===== src/rtl/video_pkg.sv =====
// Shared types and helpers for the video test-pattern source.
package video_pkg;

  typedef enum logic [1:0] {
    ST_IDLE   = 2'd0,
    ST_ACTIVE = 2'd1,
    ST_HBLANK = 2'd2,
    ST_VBLANK = 2'd3
  } state_e;

  typedef enum logic [1:0] {
    PAT_HRAMP   = 2'd0,
    PAT_VRAMP   = 2'd1,
    PAT_CHECKER = 2'd2,
    PAT_SOLID   = 2'd3
  } pattern_e;

  // Number of beats that make up one line.
  function automatic int beats_per_line(input int width, input int samples_per_clock);
    return width / samples_per_clock;
  endfunction

  // Width of a counter that must hold values 0..n-1 (never narrower than 1 bit).
  function automatic int cnt_width(input int n);
    return (n > 1) ? $clog2(n) : 1;
  endfunction

endpackage


===== src/rtl/video_pattern_pixel.sv =====
// One pixel of the test pattern, computed purely from coordinates and settings.
// The checkerboard uses bit 3 of x and y, so DATA_WIDTH must be at least 4.
module video_pattern_pixel
  import video_pkg::*;
#(
  parameter int CHANNELS   = 3,
  parameter int DATA_WIDTH = 8
) (
  input  logic [DATA_WIDTH-1:0]          x,
  input  logic [DATA_WIDTH-1:0]          y,
  input  pattern_e                       pattern,
  input  logic [CHANNELS*DATA_WIDTH-1:0] fill_color,
  input  logic                           frame_parity,
  output logic [CHANNELS*DATA_WIDTH-1:0] pixel
);

  logic [DATA_WIDTH-1:0] v;

  // Pick the component value for the selected pattern and replicate it per channel.
  always_comb begin
    v     = '0;
    pixel = '0;
    case (pattern)
      PAT_HRAMP: begin
        v     = x;
        pixel = {CHANNELS{v}};
      end
      PAT_VRAMP: begin
        v     = y;
        pixel = {CHANNELS{v}};
      end
      PAT_CHECKER: begin
        v     = (x[3] ^ y[3] ^ frame_parity) ? '1 : '0;
        pixel = {CHANNELS{v}};
      end
      PAT_SOLID: begin
        pixel = fill_color;
      end
      default: begin
        pixel = '0;
      end
    endcase
  end

endmodule


===== src/rtl/video_pattern_src.sv =====
// AXI4-Stream video test-pattern source: fixed-size frames with programmable
// horizontal and vertical blanking, pattern settings latched at frame start.
//
// state   | meaning
// IDLE    | waiting for enable, no output
// ACTIVE  | driving pixel beats (tvalid high)
// HBLANK  | H_GAP idle cycles between lines
// VBLANK  | V_GAP idle cycles after a frame, then restart or stop
module video_pattern_src
  import video_pkg::*;
#(
  parameter int NEW_WIDTH             = 64,
  parameter int NEW_HEIGHT            = 128,
  parameter int MAX_SAMPLES_PER_CLOCK = 4,
  parameter int CHANNELS              = 3,
  parameter int DATA_WIDTH            = 8,
  parameter int H_GAP                 = 4,
  parameter int V_GAP                 = 16
) (
  input  logic                                                s_axis_video_aclk,
  input  logic                                                s_axis_video_aresetn,
  input  logic                                                enable,
  input  logic [1:0]                                          pattern_sel,
  input  logic [DATA_WIDTH*CHANNELS-1:0]                      fill_color,
  output logic [DATA_WIDTH*CHANNELS*MAX_SAMPLES_PER_CLOCK-1:0] VIDEO_IN_tdata,
  output logic                                                VIDEO_IN_tvalid,
  input  logic                                                VIDEO_IN_tready,
  output logic                                                VIDEO_IN_tuser,
  output logic                                                VIDEO_IN_tlast,
  output logic [15:0]                                         frame_count,
  output logic                                                busy
);

  localparam int BPL   = beats_per_line(NEW_WIDTH, MAX_SAMPLES_PER_CLOCK);
  localparam int XW    = cnt_width(BPL);
  localparam int YW    = cnt_width(NEW_HEIGHT);
  localparam int GAP_W = cnt_width((H_GAP > V_GAP) ? H_GAP : V_GAP);
  localparam int PW    = CHANNELS * DATA_WIDTH;

  state_e                state_q, state_d;
  logic [XW-1:0]         x_beat_q, x_beat_d;
  logic [YW-1:0]         y_q, y_d;
  logic [GAP_W-1:0]      gap_cnt_q, gap_cnt_d;
  pattern_e              pat_q, pat_d;
  logic [PW-1:0]         fill_q, fill_d;
  logic [15:0]           frame_count_q, frame_count_d;
  logic                  run_ok_q, run_ok_d;

  logic                  xfer;
  logic                  last_beat;
  logic                  last_line;
  logic                  latch_cfg;
  logic [PW*MAX_SAMPLES_PER_CLOCK-1:0] beat_pix;

  assign xfer      = (state_q == ST_ACTIVE) && VIDEO_IN_tready;
  assign last_beat = (x_beat_q == XW'(BPL - 1));
  assign last_line = (y_q == YW'(NEW_HEIGHT - 1));

  // State and datapath registers; reset returns everything to an empty IDLE.
  always_ff @(posedge s_axis_video_aclk or negedge s_axis_video_aresetn) begin
    if (!s_axis_video_aresetn) begin
      state_q       <= ST_IDLE;
      x_beat_q      <= '0;
      y_q           <= '0;
      gap_cnt_q     <= '0;
      pat_q         <= PAT_HRAMP;
      fill_q        <= '0;
      frame_count_q <= '0;
      run_ok_q      <= 1'b0;
    end else begin
      state_q       <= state_d;
      x_beat_q      <= x_beat_d;
      y_q           <= y_d;
      gap_cnt_q     <= gap_cnt_d;
      pat_q         <= pat_d;
      fill_q        <= fill_d;
      frame_count_q <= frame_count_d;
      run_ok_q      <= run_ok_d;
    end
  end

  // Next-state logic: beat/line stepping, blanking down-counters, config latch.
  // run_ok holds off the first frame for one edge so reset release is clean.
  always_comb begin
    state_d       = state_q;
    x_beat_d      = x_beat_q;
    y_d           = y_q;
    gap_cnt_d     = gap_cnt_q;
    frame_count_d = frame_count_q;
    run_ok_d      = 1'b1;
    latch_cfg     = 1'b0;

    case (state_q)
      ST_IDLE: begin
        if (enable && run_ok_q) begin
          state_d   = ST_ACTIVE;
          x_beat_d  = '0;
          y_d       = '0;
          latch_cfg = 1'b1;
        end
      end
      ST_ACTIVE: begin
        if (xfer) begin
          if (!last_beat) begin
            x_beat_d = x_beat_q + XW'(1);
          end else begin
            x_beat_d = '0;
            if (!last_line) begin
              y_d = y_q + YW'(1);
              if (H_GAP != 0) begin
                state_d   = ST_HBLANK;
                gap_cnt_d = GAP_W'(H_GAP - 1);
              end
            end else begin
              y_d           = '0;
              frame_count_d = frame_count_q + 16'd1;
              if (V_GAP != 0) begin
                state_d   = ST_VBLANK;
                gap_cnt_d = GAP_W'(V_GAP - 1);
              end else if (enable) begin
                latch_cfg = 1'b1;
              end else begin
                state_d = ST_IDLE;
              end
            end
          end
        end
      end
      ST_HBLANK: begin
        if (gap_cnt_q == '0) begin
          state_d = ST_ACTIVE;
        end else begin
          gap_cnt_d = gap_cnt_q - GAP_W'(1);
        end
      end
      ST_VBLANK: begin
        if (gap_cnt_q == '0) begin
          if (enable) begin
            state_d   = ST_ACTIVE;
            latch_cfg = 1'b1;
          end else begin
            state_d = ST_IDLE;
          end
        end else begin
          gap_cnt_d = gap_cnt_q - GAP_W'(1);
        end
      end
      default: begin
        state_d = ST_IDLE;
      end
    endcase

    pat_d  = latch_cfg ? pattern_e'(pattern_sel) : pat_q;
    fill_d = latch_cfg ? fill_color : fill_q;
  end

  // Sample k is pixel x_beat*N + (N-1-k), so the leftmost pixel lands in the top slice.
  for (genvar k = 0; k < MAX_SAMPLES_PER_CLOCK; k++) begin : g_pix
    logic [DATA_WIDTH-1:0] px_x;
    logic [PW-1:0]         pix;

    assign px_x = DATA_WIDTH'(32'(x_beat_q) * 32'(MAX_SAMPLES_PER_CLOCK)
                              + 32'(MAX_SAMPLES_PER_CLOCK - 1 - k));

    video_pattern_pixel #(
      .CHANNELS   (CHANNELS),
      .DATA_WIDTH (DATA_WIDTH)
    ) u_pix (
      .x            (px_x),
      .y            (DATA_WIDTH'(y_q)),
      .pattern      (pat_q),
      .fill_color   (fill_q),
      .frame_parity (frame_count_q[0]),
      .pixel        (pix)
    );

    assign beat_pix[(k+1)*PW-1 -: PW] = pix;
  end

  // Outputs decode from registered state only, so reset clears them immediately.
  always_comb begin
    VIDEO_IN_tvalid = (state_q == ST_ACTIVE);
    VIDEO_IN_tuser  = VIDEO_IN_tvalid && (x_beat_q == '0) && (y_q == '0);
    VIDEO_IN_tlast  = VIDEO_IN_tvalid && last_beat;
    VIDEO_IN_tdata  = VIDEO_IN_tvalid ? beat_pix : '0;
    busy            = (state_q != ST_IDLE);
    frame_count     = frame_count_q;
  end

endmodule

===== config.mk =====
export PLATFORM = sky130hd
export DESIGN_NAME = video_pattern_src
export DESIGN_NICKNAME = d
export VERILOG_FILES = /design/src/rtl/video_pkg.sv /design/src/rtl/video_pattern_pixel.sv /design/src/rtl/video_pattern_src.sv
export SDC_FILE = /design/constraint.sdc
export NUM_CORES = 1
export LEC_CHECK = 0
export ABC_CLOCK_PERIOD_IN_PS = 2100
export CORE_ASPECT_RATIO = 0.6
export CORE_UTILIZATION = 41
export DETAILED_ROUTE_END_ITERATION = 8
export GPL_ROUTABILITY_DRIVEN = 0
export PLACE_DENSITY = 0.83
export SKIP_LAST_GASP = 1
export SYNTH_ARGS = -nofsm -noshare
export SYNTH_HDL_FRONTEND = slang
export SYNTH_SLANG_ARGS = --single-unit
export TNS_END_PERCENT = 10

===== constraint.sdc =====
create_clock -name s_axis_video_aclk -period 2.1 [get_ports s_axis_video_aclk]
set_clock_uncertainty 0.15 [all_clocks]
set_input_delay 0.315 -clock s_axis_video_aclk [delete_from_list [all_inputs] [get_ports s_axis_video_aclk]]
set_output_delay 0.315 -clock s_axis_video_aclk [all_outputs]
set_load 0.02 [all_outputs]

==> results.toml, run 1 <==
[outcome]
status = "finished with violations"
violations = "setup timing"

[pwr]
seqPwrFrac_pct = 19.2
clkPwrFrac_pct = 17.2
vdd_drop_max_uv = 997
p_per_area_nw_per_um2 = 1560
p_switching_mw = 4.07
leakage_nw = 2.61
p_int_mw = 5.16
switching_share_pct = 44.0
p_comb_share_pct = 63.6

[sta]
timing.fmax_mhz = 419
period_needed_ns = 2.38
setup_slack_ns = -0.284
hold_ws_ns = 0.227
fin_crit_sh_pct = 114
hold_viol = 0
rsz0062_at_grt = "true"
final_max_slew_viol_count = 0
finalSetupViolCount = 137
tns_ns = -24.01

[cells_and_area]
n_fill_cell = 733
stdcell_area_um2 = 5910
final_nets = 588
antenna_cells = 0
areaGrowthSynthToFinish_pct = 49.1
drive_above_1_share_pct = 46.1
fin_cells = 683

[logic_synthesis]
synth_warnings = 0
synth_ff_type = "dfrtp_1"
ys_types = 55
ys_seq_area_share_pct = 37.9
synthCells = 418
synth_seq_cells = 60
avgSynthCellArea_um2 = 9.49
synth_fp_nets = 458
synthArstFlopShare_pct = 100
synth_top_area_cell = "dfrtp_1"
synth-edff-count = 0
synth_top_area_share_pct = 37.9
synthTopCellsByArea = "dfrtp_1 38%, buf_4 13%, mux2_2 7.7%"
syn_area_um2 = 3970

[worst_setup_path]
worstPathMaxFanout = 12
slowest_delay_ns = 0.37
path_class = "reg -> out"
cp_cell_sequence = "xnor3_1 -> nor2_1 -> buf_6 -> o21a_2 -> clkdlybuf4s15_2"
worstSetupEndpointType = "output pin"
crit_arrival_ns = 1.92
critPathSlowestCell = "dfrtp_1"
required_ns = 1.63
startpoint_type = "register"

[die]
die_h_um = 78.2
num_rows = 27
die_area_um2 = 10100
io_pins = 146
core_area_um2 = 9290
start_util_pct = 42.7
fp.dieW_um = 129

[run]
drv_cap = 0

[global_routing]
antenna_found_initial = 0
overflow = 0
grt_pass1_vias = 3411
grt_max_degree = 54
grt_usage_pct = 22.8
grt_pass1_wl_um = 17400

[placement]
place_area_um2 = 5600
hpwl_um = 8100
place_ws_ns = -0.379
dp.cells = 662
port_buffers = 145

[routing]
post_drt_wl_per_cell_um = 16.3
vias = 3505
drtIter0Drc = 236
drc = 0
firstDrtPassIters = 4
ant_nets = 0
routed_wl_um = 11200
viasPerCell = 5.13

[clock_network]
root_buffer = "clkbuf_16"
cts_buffer_depth = 2
numCtsBuffers = 9
clock-sinks = 60
htreeDepth = 3
cts_tree = "yes"
clock_latency_ns = 0.33
cts.clk_slew.worst_paths_ns = 0.05

[hold_path]
min_path_type = "in -> async"
[power by group through the flow]
| stage | clock network [mW] | registers (mW) | logic, mW |
|---|---|---|---|
| 6_report | 1.59 | 1.77 | 5.87 |
| 5_1_grt | 1.68 | 1.82 | 6.26 |
| 4_1_cts | 1.62 | 1.76 | 5.72 |
| 3_5_place_dp | 0 | 1.77 | 5.80 |
| 3_3_place_gp | 0 | 1.75 | 5.67 |
| 2_1_floorplan | 0 | 1.70 | 3.99 |
[metal layers]
layer	GRT usage (%)	routed length [um]	vias up
met5	0	0	-
met1	30.0	4890	1698
met3	6.20	771	7
li1	-	-	1662
met4	6.24	104	0
met2	36.7	5400	138
[cells by family after synthesis]
kind of cell             count (synthesis)  share of synthesized area (%)
AND/OR/NAND/NOR                        115                           15.7
buffers and inverters                   99                           16.9
AO/OA/AOI/OAI                           84                           13.2
flip-flops                              60                           37.9
multiplexers                            32                           8.99
XOR/XNOR                                17                           4.10
adder cells (fa/ha/maj)                 10                           3.16
other                                    1                         0.0946
[sequential cells by signal, indices dropped and copies added, names as in the netlist]
signal	cells
gap_cnt_q	4
y_q	7
run_ok_q	1
frame_count	16
fill_q	24
x_beat_q	4
state_q	2
pat_q	2
[Yosys cell counts (all sizes together) (6+ instances only)]
library cell,count
a21oi,24
nand2,36
mux2,29
dfrtp,60
ha,10
nand4,7
o21ai,18
xnor2,10
nor2,14
nor4,8
nor3,8
buf,76
inv,13
xor2,6
nand3,14
o21a,11
clkbuf,10
a31oi,13
[final timing paths]
check / from / end / slack (ns) / depth (start not counted)
setup reg to reg: state_q[0] / y_q[3] / -0.16 / 7
hold reg to reg: fill_q[19] / fill_q[19] / 0.34 / 1
max in group asynchronous: s_axis_video_aresetn / fill_q[19] / 1.01 / 3
setup / recovery: x_beat_q[1] / VIDEO_IN_tdata[82] / -0.28 / 5
min in group s_axis_video_aclk: fill_q[19] / fill_q[19] / 0.34 / 1
hold / removal: s_axis_video_aresetn / fill_q[4] / 0.23 / 2
[stage by stage]
step / power (mW) / util, %
after global placement: 7.41 / 60.3
after CTS: 9.11 / 62.8
after detailed placement: 7.57 / 60.3
final: 9.23 / 63.6
after floorplan: 5.70 / -
after global routing: 9.76 / 63.6
[critical path, delay by kind of cell, from the launching register on]
family                 cells  cell delay, ns
flip-flops                 1            0.37
XOR/XNOR                   1            0.37
AO/OA/AOI/OAI              1            0.21
buffers and inverters      2            0.47
AND/OR/NAND/NOR            1            0.17
[placed cells by master, fill, tap and decap left out, drive strengths merged, types with 10 or more instances in the layout]
| master | n |
|---|---|
| dfrtp | 60 |
| o21a | 11 |
| nand2 | 36 |
| mux2 | 29 |
| o21ai | 18 |
| ha | 10 |
| clkbuf | 12 |
| clkdlybuf4s50 | 45 |
| a31oi | 13 |
| nand3 | 14 |
| xnor2 | 10 |
| nor2 | 14 |
| inv | 12 |
| buf | 124 |
| a21oi | 24 |
| clkdlybuf4s15 | 34 |
[cell type report]
cell class / instances / area (um2) / area share, %
inverters: 13 / 52.6 / 0.889
well taps: 130 / 163 / 2.75
multi-input cells: 259 / 2160 / 36.5
flip-flops and latches: 60 / 1500 / 25.4
clock buffers: 12 / 246 / 4.17
repair buffers: 205 / 1720 / 29.1
clock inverters: 4 / 72.6 / 1.23
[repair_timing]
item	in CTS	in global routing
hold buffers	1	0
setup endpoints to repair	142	157
hold endpoints to repair	27	0
pin swaps	2	2
gates resized for setup	397	19
setup buffers	3	1
(Power assumes the default switching activity.)
==> run 2, diff against run 1 <==
--- a/config.mk
+++ b/config.mk
@@ -7,10 +7,10 @@
 export LEC_CHECK = 0
 export ABC_CLOCK_PERIOD_IN_PS = 2100
 export CORE_ASPECT_RATIO = 0.6
-export CORE_UTILIZATION = 41
+export CORE_UTILIZATION = 25
 export DETAILED_ROUTE_END_ITERATION = 8
 export GPL_ROUTABILITY_DRIVEN = 0
-export PLACE_DENSITY = 0.83
+export PLACE_DENSITY = 0.57
 export SKIP_LAST_GASP = 1
 export SYNTH_ARGS = -nofsm -noshare
 export SYNTH_HDL_FRONTEND = slang
==> results.toml, run 2 (synthesis gave the netlist of run 1 again) <==
[clock_network]
numCtsBuffers = 9
root_buffer = "clkbuf_16"
clock-sinks = 60
cts_tree = "yes"
cts_buffer_depth = 2
htreeDepth = 3
clock_latency_ns = 0.33
cts.clk_slew.worst_paths_ns = 0.06

[routing]
post_drt_wl_per_cell_um = 15.1
drc = 0
drtIter0Drc = 157
vias = 3553
routed_wl_um = 11500
ant_nets = 0
viasPerCell = 4.66
firstDrtPassIters = 4

[global_routing]
grt_max_degree = 39
grt_pass1_wl_um = 18400
antenna_found_initial = 0
grt_usage_pct = 14.5
grt_pass1_vias = 3490
overflow = 0

[sta]
setup_slack_ns = -0.279
finalSetupViolCount = 143
worst-slew-pin-transition_ns = 0.597
period_needed_ns = 2.38
timing.fmax_mhz = 420
hold_viol = 0
final_max_slew_viol_count = 0
rsz0062_at_grt = "true"
fin_crit_sh_pct = 113
hold_ws_ns = 0.316
slew_headroom_pct = 60.2

[die]
core_area_um2 = 15400
start_util_pct = 25.7
die_h_um = 99.6
fp.dieW_um = 165
num_rows = 35
io_pins = 146
die_area_um2 = 16400

[pwr]
p_per_area_nw_per_um2 = 1500
p_switching_mw = 4.01
switching_share_pct = 44.8
p_comb_share_pct = 63.9
p_int_mw = 4.94
clkPwrFrac_pct = 16.4
vdd_drop_max_uv = 859
seqPwrFrac_pct = 19.7
leakage_nw = 2.64

[cells_and_area]
regMostFlops = "fill_q"
final_nets = 595
antenna_cells = 0
drive_above_1_share_pct = 45.5
mostFrequentLayoutCell = "buf_4"
areaGrowthSynthToFinish_pct = 50.8
most-common-layout-cells = "71 x buf_4, 59 x dfrtp_1, 50 x buf_2, 44 x clkdlybuf4s50_1, 36 x nand2_1"
n_fill_cell = 1534
largest_reg_flops = 24
final_util_pct = 38.8

[worst_setup_path]
crit_arrival_ns = 1.91
required_ns = 1.63
worstSetupEndpointType = "output pin"
reg2reg_slack_ns = -0.23
startpoint_type = "register"
reg2regPathDepth = 9
path_class = "reg -> out"
reg2reg_from = "state_q[1]"
r2r_end = "x_beat_q[1]"
worstSetupStartpoint = "y_q[3]"
worstPathMaxFanout = 15

[hold_path]
hold_depth = 1
min_path_type = "reg -> reg"
min_to = "frame_count[15]"
worstHoldStart = "frame_count[15]"

[placement]
port_buffers = 145
hpwl_um = 8770

[outcome]
violations = "setup timing"
status = "finished with violations"

[run]
drv_cap = 0
-- run 2: cell types whose count changed in the layout (fill, tap and decap cells not counted), moves of 2 or more --
cell | before | now
nor2_1 | 8 | 12
buf_4 | 60 | 71
a21o_4 | 2 | 0
a31oi_2 | 1 | 3
buf_6 | 8 | 6
nor2_4 | 4 | 1
a31oi_4 | 11 | 9
buf_2 | 53 | 50
inv_1 | 11 | 13
a21o_1 | 1 | 3
-- run 2: cell type report --
cell class / instances / area, um2 / share of cell area [%]
inverter: 13 / 48.8 / 0.816
sequential: 60 / 1500 / 25.1
timing repair buffer: 212 / 1770 / 29.7
clock inverter: 6 / 63.8 / 1.07
tap: 203 / 254 / 4.25
clock buffer: 10 / 229 / 3.83
multi-input combinational: 259 / 2110 / 35.3
-- run 2: power by group through the flow --
stage	clock [mW]	combinational (mW)	sequential (mW)
after global placement	0	5.82	1.75
after floorplan	0	3.99	1.70
final	1.47	5.72	1.76
after detailed placement	0	5.88	1.77
after CTS	1.53	5.73	1.76
after global routing	1.57	6.17	1.82
-- run 2: worst max path at each step --
stage	endpoint	slack, ns	cells after the start
3_5_place_dp	VIDEO_IN_tdata[51]	-0.41	6
4_1_cts	VIDEO_IN_tdata[90]	-0.30	5
2_1_floorplan	VIDEO_IN_tdata[64]	-0.13	7
6_report	VIDEO_IN_tdata[25]	-0.28	5
3_3_place_gp	VIDEO_IN_tdata[0]	-0.34	5
5_1_grt	VIDEO_IN_tdata[46]	-0.41	6
-- run 2: critical path: stages, from the launching register on --
cell and delay (ns):
dfrtp_1 0.41, xnor3_1 0.35, or2_1 0.25, buf_12 0.18, a31oi_2 0.19, buf_2 0.19
-- run 2: what timing repair did --
action	CTS	global route
pin swaps	3	0
resized for setup	396	1
hold buffers	1	0
hold endpoints to repair	22	0
setup buffers	5	0
endpoints found under the setup margin	143	157
-- run 2: per-stage QoR --
| step | cell area [um2] | power [mW] | cells | TNS, ns | setup slack (ns) |
|---|---|---|---|---|---|
| after floorplan | 4190 | 5.70 | 418 | -6.62 | -0.128 |
| after global placement | 5740 | 7.57 | 741 | -28.91 | -0.337 |
| after detailed placement | 5740 | 7.65 | 741 | -34.47 | -0.411 |
| after CTS | 5970 | 9.03 | 763 | -29.73 | -0.296 |
| after global routing | 5980 | 9.56 | 763 | -45.47 | -0.414 |
| final | 5980 | 8.96 | 763 | -27.64 | -0.279 |
-- run 2: routing by layer --
metal  track usage [%]  share of wire [%]
met1              20.7                 50
met2              21.5                 42
met3              4.05                6.7
met4              3.03               0.82
met5                 0                  0
==> run 3, diff against run 2 <==
--- a/config.mk
+++ b/config.mk
@@ -8,6 +8,7 @@
 export ABC_CLOCK_PERIOD_IN_PS = 2100
 export CORE_ASPECT_RATIO = 0.6
 export CORE_UTILIZATION = 25
+export CTS_BUF_LIST = sky130_fd_sc_hd__clkbuf_2 sky130_fd_sc_hd__clkbuf_4 sky130_fd_sc_hd__clkbuf_8
 export DETAILED_ROUTE_END_ITERATION = 8
 export GPL_ROUTABILITY_DRIVEN = 0
 export PLACE_DENSITY = 0.57
==> results.toml, run 3 (synthesis gave the netlist of run 1 again) <==
[outcome]
status = "finished with violations"
violations = "setup timing"

[cells_and_area]
antenna_cells = 0
mostFrequentLayoutCell = "buf_4"
largest_reg_flops = 24
drive_above_1_share_pct = 45.7
most-common-layout-cells = "71 x buf_4, 59 x dfrtp_1, 50 x buf_2, 44 x clkdlybuf4s50_1, 36 x nand2_1"
n_fill_cell = 1549
regMostFlops = "fill_q"
areaGrowthSynthToFinish_pct = 48.2
final_util_pct = 38.1
final_nets = 595

[pwr]
vdd_drop_max_uv = 836
p_per_area_nw_per_um2 = 1450
p_total_mw = 8.54
leakage_nw = 2.59

[global_routing]
overflow = 0
globalRoute.busiestLayer = "met2"
grt_max_degree = 39
use_met1_pct = 20.8
antenna_found_initial = 0
grt_usage_pct = 14.6
grt_pass1_vias = 3510
grt_use_met3_pct = 4.05
grt_pass1_wl_um = 18500
use_met2_pct = 21.9

[sta]
setup_slack_ns = -0.303
timing.fmax_mhz = 416
period_needed_ns = 2.40
hold_viol = 0
fin_crit_sh_pct = 114
worst-slew-pin-transition_ns = 0.597
slew_headroom_pct = 60.2
rsz0062_at_grt = "true"
finalSetupViolCount = 144
final_max_slew_viol_count = 0

[routing]
viasPerCell = 4.64
drtIter0Drc = 192
ant_nets = 0
firstDrtPassIters = 4
drc = 0
post_drt_wl_per_cell_um = 15.1
routed_wl_um = 11600
vias = 3544

[hold_path]
min_path_type = "reg -> reg"

[die]
die_h_um = 99.6
die_area_um2 = 16400
core_area_um2 = 15400
start_util_pct = 25.7
fp.dieW_um = 165
io_pins = 146
num_rows = 35

[worst_setup_path]
reg2reg_slack_ns = -0.23
worstSetupEndpointType = "output pin"
crit_arrival_ns = 1.94
required_ns = 1.63
path_class = "reg -> out"
startpoint_type = "register"
worstPathMaxFanout = 15

[clock_network]
htreeDepth = 3
clock-sinks = 60
cts.clk_slew.worst_paths_ns = 0.08
numCtsBuffers = 9
cts_tree = "yes"
cts_buffer_depth = 2
root_buffer = "clkbuf_8"
clock_latency_ns = 0.35

[run]
drv_cap = 0

[placement]
hpwl_um = 8770
port_buffers = 145
run 3: area by class of cell:
type                            count  area, um2  area share (%)
Timing Repair Buffer              212       1770            30.2
Tap cell                          203        254            4.32
Inverter                           13       48.8           0.830
Clock inverter                      6       63.8            1.09
Clock buffer                       10        131            2.24
Sequential cell                    60       1500            25.6
Multi-Input combinational cell    259       2100            35.8
run 3: repair_timing:
action / in CTS / in global routing
hold buffers: 1 / 0
hold endpoints to repair: 22 / 0
resized for setup: 396 / 0
buffers inserted: 5 / 0
pin swaps: 3 / 0
setup endpoints to repair: 143 / 158
run 3: final timing paths:
kind,startpoint,to,cells past startpoint
max in group asynchronous,s_axis_video_aresetn,pat_q[1],3
worst max register to register,state_q[0],x_beat_q[1],8
worst min register to register,frame_count[15],frame_count[15],1
min in group asynchronous,s_axis_video_aresetn,fill_q[12],2
worst min-delay path,frame_count[15],frame_count[15],1
worst max-delay path,y_q[3],VIDEO_IN_tdata[25],5
run 3: where the power goes:
| group | leakage [nW] | internal, mW | switching (mW) |
|---|---|---|---|
| combinational | 1.73 | 2.50 | 3.22 |
| sequential | 0.766 | 1.52 | 0.242 |
| clock | 0.0961 | 0.561 | 0.504 |
run 3: routing by layer:
| metal | routed length [um] | part of all wire (%) |
|---|---|---|
| met1 | 5820 | 50 |
| met5 | 0 | 0 |
| met3 | 721 | 6.2 |
| met2 | 4930 | 43 |
| met4 | 85 | 0.74 |
run 3: critical path: stages (launching register included):
cell and delay, ns:
dfrtp_1 0.42, xnor3_1 0.35, or2_1 0.25, buf_12 0.18
a31oi_2 0.19, buf_2 0.19
run 3: through the flow:
stage          setup TNS (ns)  cells  instance area, um2  setup slack, ns  hold slack, ns
2_1_floorplan           -6.62    418                4190           -0.128          -0.131
5_1_grt                -49.19    763                5880           -0.454           0.350
3_5_place_dp           -34.47    741                5740           -0.411           0.205
6_report               -30.15    763                5880           -0.303           0.319
4_1_cts                -32.83    763                5880           -0.326           0.329
3_3_place_gp           -28.91    741                5740           -0.337           0.192
